File: src/rtl/sdram_burst_scheduler_pkg.sv
// sdram_sched_pkg: shared types and constants for the SDRAM burst scheduler.
//   sched_cmd_t       controller command / scheduler state encoding
//   SDRAM_ADDR_WIDTH  word address width of the as4c4m16sa controller
package sdram_sched_pkg;

  typedef enum logic [1:0] {
    CMD_IDLE  = 2'd0,
    CMD_WRITE = 2'd1,
    CMD_READ  = 2'd2
  } sched_cmd_t;

  localparam int SDRAM_ADDR_WIDTH = 22;

endpackage

File: src/rtl/sdram_burst_scheduler_if.sv
// sdram_burst_scheduler_if: scheduler <-> SDRAM controller bus.
//   command          0 idle, 1 write, 2 read (scheduler -> controller)
//   data_address     burst word address (scheduler -> controller)
//   data_write_done  one write beat accepted (controller -> scheduler)
//   data_read_valid  one read beat presented (controller -> scheduler)
// Modports: master = scheduler side, slave = controller side.
interface sdram_burst_scheduler_if;
  import sdram_sched_pkg::*;

  logic [1:0]                  command;
  logic [SDRAM_ADDR_WIDTH-1:0] data_address;
  logic                        data_write_done;
  logic                        data_read_valid;

  modport master (
    output command, data_address,
    input  data_write_done, data_read_valid
  );

  modport slave (
    input  command, data_address,
    output data_write_done, data_read_valid
  );

endinterface

File: src/rtl/sdram_burst_scheduler_addr_cnt.sv
// burst_address_counter: ring-buffer burst address register.
//   sdram_clk, sdram_rst_n  clock, async active-low reset
//   advance                 step by BURST_LENGTH, wrapping to 0 at VIDEO_END
//   clear                   force address to 0 (wins over advance)
//   addr                    current burst word address
module burst_address_counter
  import sdram_sched_pkg::*;
#(
  parameter int BURST_LENGTH = 8,
  parameter int VIDEO_END    = 153600
) (
  input  logic                        sdram_clk,
  input  logic                        sdram_rst_n,
  input  logic                        advance,
  input  logic                        clear,
  output logic [SDRAM_ADDR_WIDTH-1:0] addr
);

  localparam logic [SDRAM_ADDR_WIDTH-1:0] STEP    = SDRAM_ADDR_WIDTH'(BURST_LENGTH);
  localparam logic [SDRAM_ADDR_WIDTH-1:0] WRAP_AT = SDRAM_ADDR_WIDTH'(VIDEO_END);

  logic [SDRAM_ADDR_WIDTH-1:0] addr_sum;

  assign addr_sum = addr + STEP;

  always_ff @(posedge sdram_clk or negedge sdram_rst_n) begin
    if (!sdram_rst_n) begin
      addr <= '0;
    end else if (clear) begin
      addr <= '0;
    end else if (advance) begin
      addr <= (addr_sum == WRAP_AT) ? '0 : addr_sum;
    end
  end

endmodule

File: src/rtl/sdram_burst_scheduler.sv
// sdram_burst_scheduler: arbitrates 8-beat SDRAM bursts between the camera
// write FIFO and the pixel read FIFO, with bounded write priority, frame
// restart of the write address and ring wrap at VIDEO_END.
//   sdram_clk, sdram_rst_n  clock, async active-low reset
//   wr_level / wr_ack       write FIFO fill level / pop strobe
//   rd_level / rd_push      read FIFO fill level / push strobe
//   frame_restart           synchronised pulse, restarts the write address
//   busy                    high during a WRITE or READ burst
//   bus                     controller bus (command, address, beat strobes)
// Optional: SDRAM_SCHED_STATS_EN adds stat_wr_bursts, stat_rd_bursts and
// stat_starve_events (16-bit wrapping counters).
//
// state      | meaning
// CMD_IDLE   | no burst; arbitration decision every cycle
// CMD_WRITE  | write burst, one wr_ack per accepted beat
// CMD_READ   | read burst, one rd_push per returned beat
module sdram_burst_scheduler
  import sdram_sched_pkg::*;
#(
  parameter int BURST_LENGTH     = 8,
  parameter int VIDEO_END        = 153600,
  parameter int WR_LEVEL_WIDTH   = 8,
  parameter int RD_LEVEL_WIDTH   = 8,
  parameter int MAX_WRITE_STREAK = 4
) (
  input  logic                      sdram_clk,
  input  logic                      sdram_rst_n,
  input  logic [WR_LEVEL_WIDTH-1:0] wr_level,
  output logic                      wr_ack,
  input  logic [RD_LEVEL_WIDTH-1:0] rd_level,
  output logic                      rd_push,
  input  logic                      frame_restart,
  output logic                      busy,
  sdram_burst_scheduler_if.master   bus
`ifdef SDRAM_SCHED_STATS_EN
  ,
  output logic [15:0]               stat_wr_bursts,
  output logic [15:0]               stat_rd_bursts,
  output logic [15:0]               stat_starve_events
`endif
);

  localparam int BEAT_W   = $clog2(BURST_LENGTH);
  localparam int STREAK_W = $clog2(MAX_WRITE_STREAK + 1);

  localparam logic [BEAT_W-1:0]         LAST_BEAT  = BEAT_W'(BURST_LENGTH - 1);
  localparam logic [STREAK_W-1:0]       STREAK_MAX = STREAK_W'(MAX_WRITE_STREAK);
  localparam logic [WR_LEVEL_WIDTH:0]   WR_MIN     = (WR_LEVEL_WIDTH + 1)'(BURST_LENGTH);
  // Room for a whole burst must remain in the read FIFO.
  localparam logic [RD_LEVEL_WIDTH:0]   RD_MAX     =
    (RD_LEVEL_WIDTH + 1)'((1 << RD_LEVEL_WIDTH) - 1 - BURST_LENGTH);

  sched_cmd_t                  state;
  logic [BEAT_W-1:0]           beat_cnt;
  logic [STREAK_W-1:0]         streak;
  logic                        restart_pending;
  logic [SDRAM_ADDR_WIDTH-1:0] wr_addr;
  logic [SDRAM_ADDR_WIDTH-1:0] rd_addr;

  logic write_ok, read_ok, streak_full, restart_req;
  logic wr_last, rd_last, go_read;
  logic wr_addr_clear, wr_addr_adv;

  assign write_ok    = {1'b0, wr_level} >= WR_MIN;
  assign read_ok     = {1'b0, rd_level} <= RD_MAX;
  assign streak_full = streak >= STREAK_MAX;
  assign restart_req = restart_pending | frame_restart;

  assign wr_ack  = (state == CMD_WRITE) && bus.data_write_done;
  assign rd_push = (state == CMD_READ) && bus.data_read_valid;
  assign wr_last = wr_ack && (beat_cnt == LAST_BEAT);
  assign rd_last = rd_push && (beat_cnt == LAST_BEAT);
  assign go_read = (state == CMD_IDLE) && read_ok && (streak_full || !write_ok);

  // A pending restart is applied at the next point the write address is
  // free to move: while idle, or at the end of the running write burst.
  assign wr_addr_clear = restart_req && ((state == CMD_IDLE) || wr_last);
  assign wr_addr_adv   = wr_last && !restart_req;

  assign bus.command      = state;
  assign bus.data_address = (state == CMD_WRITE) ? wr_addr :
                            (state == CMD_READ)  ? rd_addr : '0;
  assign busy             = (state != CMD_IDLE);

  burst_address_counter #(
    .BURST_LENGTH (BURST_LENGTH),
    .VIDEO_END    (VIDEO_END)
  ) u_wr_addr (
    .sdram_clk   (sdram_clk),
    .sdram_rst_n (sdram_rst_n),
    .advance     (wr_addr_adv),
    .clear       (wr_addr_clear),
    .addr        (wr_addr)
  );

  burst_address_counter #(
    .BURST_LENGTH (BURST_LENGTH),
    .VIDEO_END    (VIDEO_END)
  ) u_rd_addr (
    .sdram_clk   (sdram_clk),
    .sdram_rst_n (sdram_rst_n),
    .advance     (rd_last),
    .clear       (1'b0),
    .addr        (rd_addr)
  );

  always_ff @(posedge sdram_clk or negedge sdram_rst_n) begin
    if (!sdram_rst_n) begin
      state    <= CMD_IDLE;
      beat_cnt <= '0;
      streak   <= '0;
    end else begin
      case (state)
        CMD_IDLE: begin
          beat_cnt <= '0;
          if (go_read) begin
            state <= CMD_READ;
          end else if (write_ok) begin
            state <= CMD_WRITE;
          end
        end
        CMD_WRITE: begin
          if (wr_ack) begin
            if (wr_last) begin
              state    <= CMD_IDLE;
              beat_cnt <= '0;
              if (!streak_full) streak <= streak + 1'b1;
            end else begin
              beat_cnt <= beat_cnt + 1'b1;
            end
          end
        end
        CMD_READ: begin
          if (rd_push) begin
            if (rd_last) begin
              state    <= CMD_IDLE;
              beat_cnt <= '0;
              streak   <= '0;
            end else begin
              beat_cnt <= beat_cnt + 1'b1;
            end
          end
        end
        default: begin
          state    <= CMD_IDLE;
          beat_cnt <= '0;
        end
      endcase
    end
  end

  always_ff @(posedge sdram_clk or negedge sdram_rst_n) begin
    if (!sdram_rst_n) begin
      restart_pending <= 1'b0;
    end else if (wr_addr_clear) begin
      restart_pending <= 1'b0;
    end else if (frame_restart) begin
      restart_pending <= 1'b1;
    end
  end

`ifdef SDRAM_SCHED_STATS_EN
  always_ff @(posedge sdram_clk or negedge sdram_rst_n) begin
    if (!sdram_rst_n) begin
      stat_wr_bursts     <= '0;
      stat_rd_bursts     <= '0;
      stat_starve_events <= '0;
    end else begin
      if (wr_last) stat_wr_bursts <= stat_wr_bursts + 16'd1;
      if (rd_last) stat_rd_bursts <= stat_rd_bursts + 16'd1;
      // Starvation guard fired: a write was eligible but the streak forced a read.
      if (go_read && streak_full && write_ok) stat_starve_events <= stat_starve_events + 16'd1;
    end
  end
`else
  // Statistics counters are not built.
`endif

endmodule

File: src/flat_wrapper.sv
// flat-port wrapper written by rule: the top's interface ports become plain ports
module sdram_burst_scheduler_flat import sdram_sched_pkg::*;
#(
  parameter int BURST_LENGTH     = 8,
  parameter int VIDEO_END        = 153600,
  parameter int WR_LEVEL_WIDTH   = 8,
  parameter int RD_LEVEL_WIDTH   = 8,
  parameter int MAX_WRITE_STREAK = 4
)
  (sdram_clk, sdram_rst_n, wr_level, wr_ack, rd_level, rd_push, frame_restart, busy, bus_command, bus_data_address, bus_data_write_done, bus_data_read_valid);
  sdram_burst_scheduler_if bus_i ();
  input  logic sdram_clk;
  input  logic sdram_rst_n;
  input  logic [WR_LEVEL_WIDTH-1:0] wr_level;
  output logic wr_ack;
  input  logic [RD_LEVEL_WIDTH-1:0] rd_level;
  output logic rd_push;
  input  logic frame_restart;
  output logic busy;
  output wire logic [$bits(bus_i.command)-1:0] bus_command;
  output wire logic [$bits(bus_i.data_address)-1:0] bus_data_address;
  input wire logic [$bits(bus_i.data_write_done)-1:0] bus_data_write_done;
  input wire logic [$bits(bus_i.data_read_valid)-1:0] bus_data_read_valid;
  assign bus_command = bus_i.command;
  assign bus_data_address = bus_i.data_address;
  assign bus_i.data_write_done = bus_data_write_done;
  assign bus_i.data_read_valid = bus_data_read_valid;
  sdram_burst_scheduler #(.BURST_LENGTH(BURST_LENGTH), .VIDEO_END(VIDEO_END), .WR_LEVEL_WIDTH(WR_LEVEL_WIDTH), .RD_LEVEL_WIDTH(RD_LEVEL_WIDTH), .MAX_WRITE_STREAK(MAX_WRITE_STREAK)) u_core (.sdram_clk(sdram_clk), .sdram_rst_n(sdram_rst_n), .wr_level(wr_level), .wr_ack(wr_ack), .rd_level(rd_level), .rd_push(rd_push), .frame_restart(frame_restart), .busy(busy), .bus(bus_i));
endmodule
File: config.mk
export PLATFORM = sky130hd
export DESIGN_NAME = sdram_burst_scheduler_flat
export DESIGN_NICKNAME = d
export VERILOG_FILES = /design/src/rtl/sdram_burst_scheduler_pkg.sv /design/src/rtl/sdram_burst_scheduler_if.sv /design/src/rtl/sdram_burst_scheduler_addr_cnt.sv /design/src/rtl/sdram_burst_scheduler.sv /design/src/flat_wrapper.sv
export SDC_FILE = /design/constraint.sdc
export NUM_CORES = 1
export LEC_CHECK = 0
export CORE_ASPECT_RATIO = 0.7
export CORE_MARGIN = 10
export CORE_UTILIZATION = 50
export CTS_BUF_LIST = sky130_fd_sc_hd__clkbuf_8
export CTS_CLUSTER_SIZE = 24
export DETAILED_ROUTE_END_ITERATION = 8
export PLACE_DENSITY = 0.78
export SYNTH_ARGS = -nofsm -noshare
export SYNTH_HDL_FRONTEND = slang
export SYNTH_SLANG_ARGS = --single-unit
File: constraint.sdc
create_clock -name sdram_clk -period 2.3 [get_ports sdram_clk]
set_clock_uncertainty 0.05 [all_clocks]
set_input_delay 0.46 -clock sdram_clk [delete_from_list [all_inputs] [get_ports sdram_clk]]
set_output_delay 0.46 -clock sdram_clk [all_outputs]
set_load 0.01 [all_outputs]
==> out/results.ini <==
[critical_path]
required_ns=2.46
cp-end-kind=flip-flop
crit_type=reg2reg
cp.arrival_ns=2.53
critPathLaunchType=flip-flop
worst-path-max-fanout=5

[global_routing]
track_usage_pct=18.72
antenna_found_initial=0
grt_max_degree=48
grt_overflow_total=0
grt_pass1_wl_um=16240
grt_pass1_vias=3261

[layout]
multi_input_area_mm2=0.002128
area_growth_pct=29.37
stdcell_count=574
antennaDiodeCount=0
seqCellArea_mm2=0.001177
n_fill_cell=563
final_common_cell=buf_4
drive_above_1_share_pct=26.25
nNetsFinal=509
final_cell_mix=buf_4 (56), nand2_1 (53), dfrtp_1 (46)

[drt]
drt_first_pass_iters=6
routedWlPerCell_um=18.24
vias_per_cell=6.115
drt-initial-drc-count=394
drt-total-wl_um=10470
vias=3510
final_antenna_net_count=0
drc=0

[synth]
synth_cells=400
syn_area_per_cell_um2=8.521
synth_xor_area_share_pct=4.883
yosysWarnings=0
synthSimpleGateAreaFrac_pct=28.05
ys.flop_type=dfrtp_1
ys_ff_latch=47
synth_adder_area_share_pct=3.304
synth_compound_area_share_pct=20.78
ys_async_sr_fraction_pct=100.0
synth_cell_types=57
synthMuxAreaShare_pct=1.211
synth_top_family_by_area=simple AND/OR/NAND/NOR gates
ys_seq_area_share_pct=34.51
syn_area_mm2=0.003408
synth_enable_flop_cells=0

[die]
start_util_pct=50.92
ios=48
fp.dieArea_mm2=0.01057
coreArea_mm2=0.006694
die_h_um=89.08
die_width_um=118.7
num_rows=25

[sta]
setup_slack_ns=-0.07374
setup_violations=4
tightest_slew_ns=0.6281
timing.final.crit_period_ns=2.374
hold_violations=0
finalCritPeriodShare_pct=103.2
finalMaxSlewViolations=0
rsz0062_at_grt=yes
timing.fmax_mhz=421.3
slew-limit-headroom_pct=58.13

[cts]
cts_buffers=5
clock-sinks=47
clk_pin_slew_ns=0.09
cts_max_level=2
cts_max_path_buffers=2
cts_tree=done
root_buffer=clkbuf_8
worstSkewPairLatency_ns=0.31

[power]
power.total_w=0.003035
power_density_mw_per_mm2=688.2
p_leak_nw=1.920
peakVddDrop_mv=0.7989

[outcome]
status=finished with violations
violations=negative setup slack

[placed_design]
dp_cells=555
place.gp.congestion=0.9638
numPortBuffers=38
dp_hpwl_um=7346

[job]
cap_violations=0

[min_path]
hold_class=in2async

-- final timing paths --
check | start | to | slack (ns) | cells past startpoint
worst min register to register | u_core.beat_cnt[2] | u_core.beat_cnt[2] | 0.45 | 2
worst max register to register | u_core.u_rd_addr.addr[3] | u_core.u_rd_addr.addr[14] | -0.07 | 10
worst min-delay path | sdram_rst_n | u_core.u_wr_addr.addr[15] | 0.18 | 2
max in group asynchronous | sdram_rst_n | u_core.bus.command[0] | 1.54 | 2
worst max-delay path | u_core.u_rd_addr.addr[3] | u_core.u_rd_addr.addr[14] | -0.07 | 10
min in group sdram_clk | u_core.beat_cnt[2] | u_core.beat_cnt[2] | 0.45 | 2
-- flip-flops by register name, summed over array words and instances (netlist names) --
| signal | count |
|---|---|
| u_core.restart_pending | 1 |
| u_core.streak | 3 |
| u_core.beat_cnt | 3 |
| u_core.bus.command | 2 |
| u_core.u_wr_addr.addr | 19 |
| u_core.u_rd_addr.addr | 19 |
-- metal layers --
metal	share of wire [%]	GRT usage (%)	up-vias
li1	-	-	1609
met1	43	24.69	1680
met2	45	30.56	196
met3	10	4.543	25
met4	1.5	4.309	0
met5	0	0	-
-- critical path, stage by stage (launching register included) --
cell	delay (ns)
dfrtp_1	0.42
ha_4	0.17
nand4_1	0.22
buf_6	0.22
buf_6	0.11
or3_4	0.32
a21oi_2	0.15
o211ai_1	0.13
nor4_4	0.25
buf_4	0.18
o21ai_1	0.05
-- through the flow --
step	util, %	hold WS [ns]	setup TNS, ns	cell area [um2]	setup slack [ns]
5_1_grt	65.87	0.2478	-1.294	4409	-0.2175
4_1_cts	64.21	0.2215	-0.02556	4298	-0.01451
3_3_place_gp	61.66	0.4168	-0.03405	4128	-0.01315
2_1_floorplan	-	0.1144	0	3416	0.02904
6_report	65.87	0.1808	-0.2019	4409	-0.07374
3_5_place_dp	61.66	0.4316	-0.8834	4128	-0.09778
-- cells by family (layout without fill, tap and decap cells) --
kind of cell | after synthesis | in the layout
compound gates | 104 | 104
buf+inv | 46 | 124
other cells | 1 | 3
flops | 47 | 47
fa+ha+maj | 9 | 9
xor+xnor | 19 | 19
simple gates | 170 | 170
mux | 4 | 4
-- cells in the mapped netlist, types with 2 or more instances --
cell type | count | share of area [%]
or3_1 | 4 | 0.73
nand3_1 | 21 | 3.1
inv_1 | 14 | 1.5
a21o_1 | 3 | 0.66
and3_1 | 3 | 0.55
a31oi_1 | 7 | 1.3
nor3_1 | 14 | 2.1
and4_1 | 3 | 0.77
nand3_4 | 2 | 1.0
o2111ai_1 | 2 | 0.51
buf_2 | 6 | 0.88
o21ai_1 | 8 | 1.2
nand4_1 | 11 | 2.0
a22o_1 | 17 | 4.4
nor4_1 | 7 | 1.3
nor4_4 | 3 | 1.9
nand2b_1 | 4 | 0.73
mux2i_1 | 3 | 0.88
buf_4 | 9 | 2.0
or4_1 | 3 | 0.66
clkbuf_1 | 13 | 1.4
o21ai_0 | 31 | 4.6
o22ai_1 | 3 | 0.55
nor3b_1 | 3 | 0.66
dfrtp_1 | 47 | 35
ha_1 | 9 | 3.3
o41ai_1 | 2 | 0.51
a21oi_1 | 14 | 2.1
and3_2 | 3 | 0.66
xnor2_1 | 15 | 3.9
and2_1 | 4 | 0.73
o211ai_1 | 2 | 0.44
xor2_1 | 4 | 1.0
nand2_1 | 53 | 5.8
a211oi_1 | 2 | 0.44
o31ai_1 | 3 | 0.66
nor2_1 | 25 | 2.8
buf_6 | 4 | 1.3
-- where the power goes --
part,switching [W],internal (W)
Clock,0.000303,0.000430
Sequential,0.0000483,0.000884
Combinational,0.000756,0.000613
-- what timing repair did --
item,CTS,global route
setup buffers,1,7
hold buffers,0,0
setup endpoints to repair,27,26
gates resized for setup,56,50
cloned,1,2
pin swaps,9,11
-- final cells by class --
cell class | count | share of cell area [%]
timing repair buffer | 102 | 18.16
clock buffer | 5 | 1.561
sequential | 47 | 26.70
multi-input combinational | 309 | 48.27
tap | 94 | 2.667
inverter | 14 | 1.192
clock inverter | 3 | 1.447
Note: power is estimated with default switching activity, not from simulation.
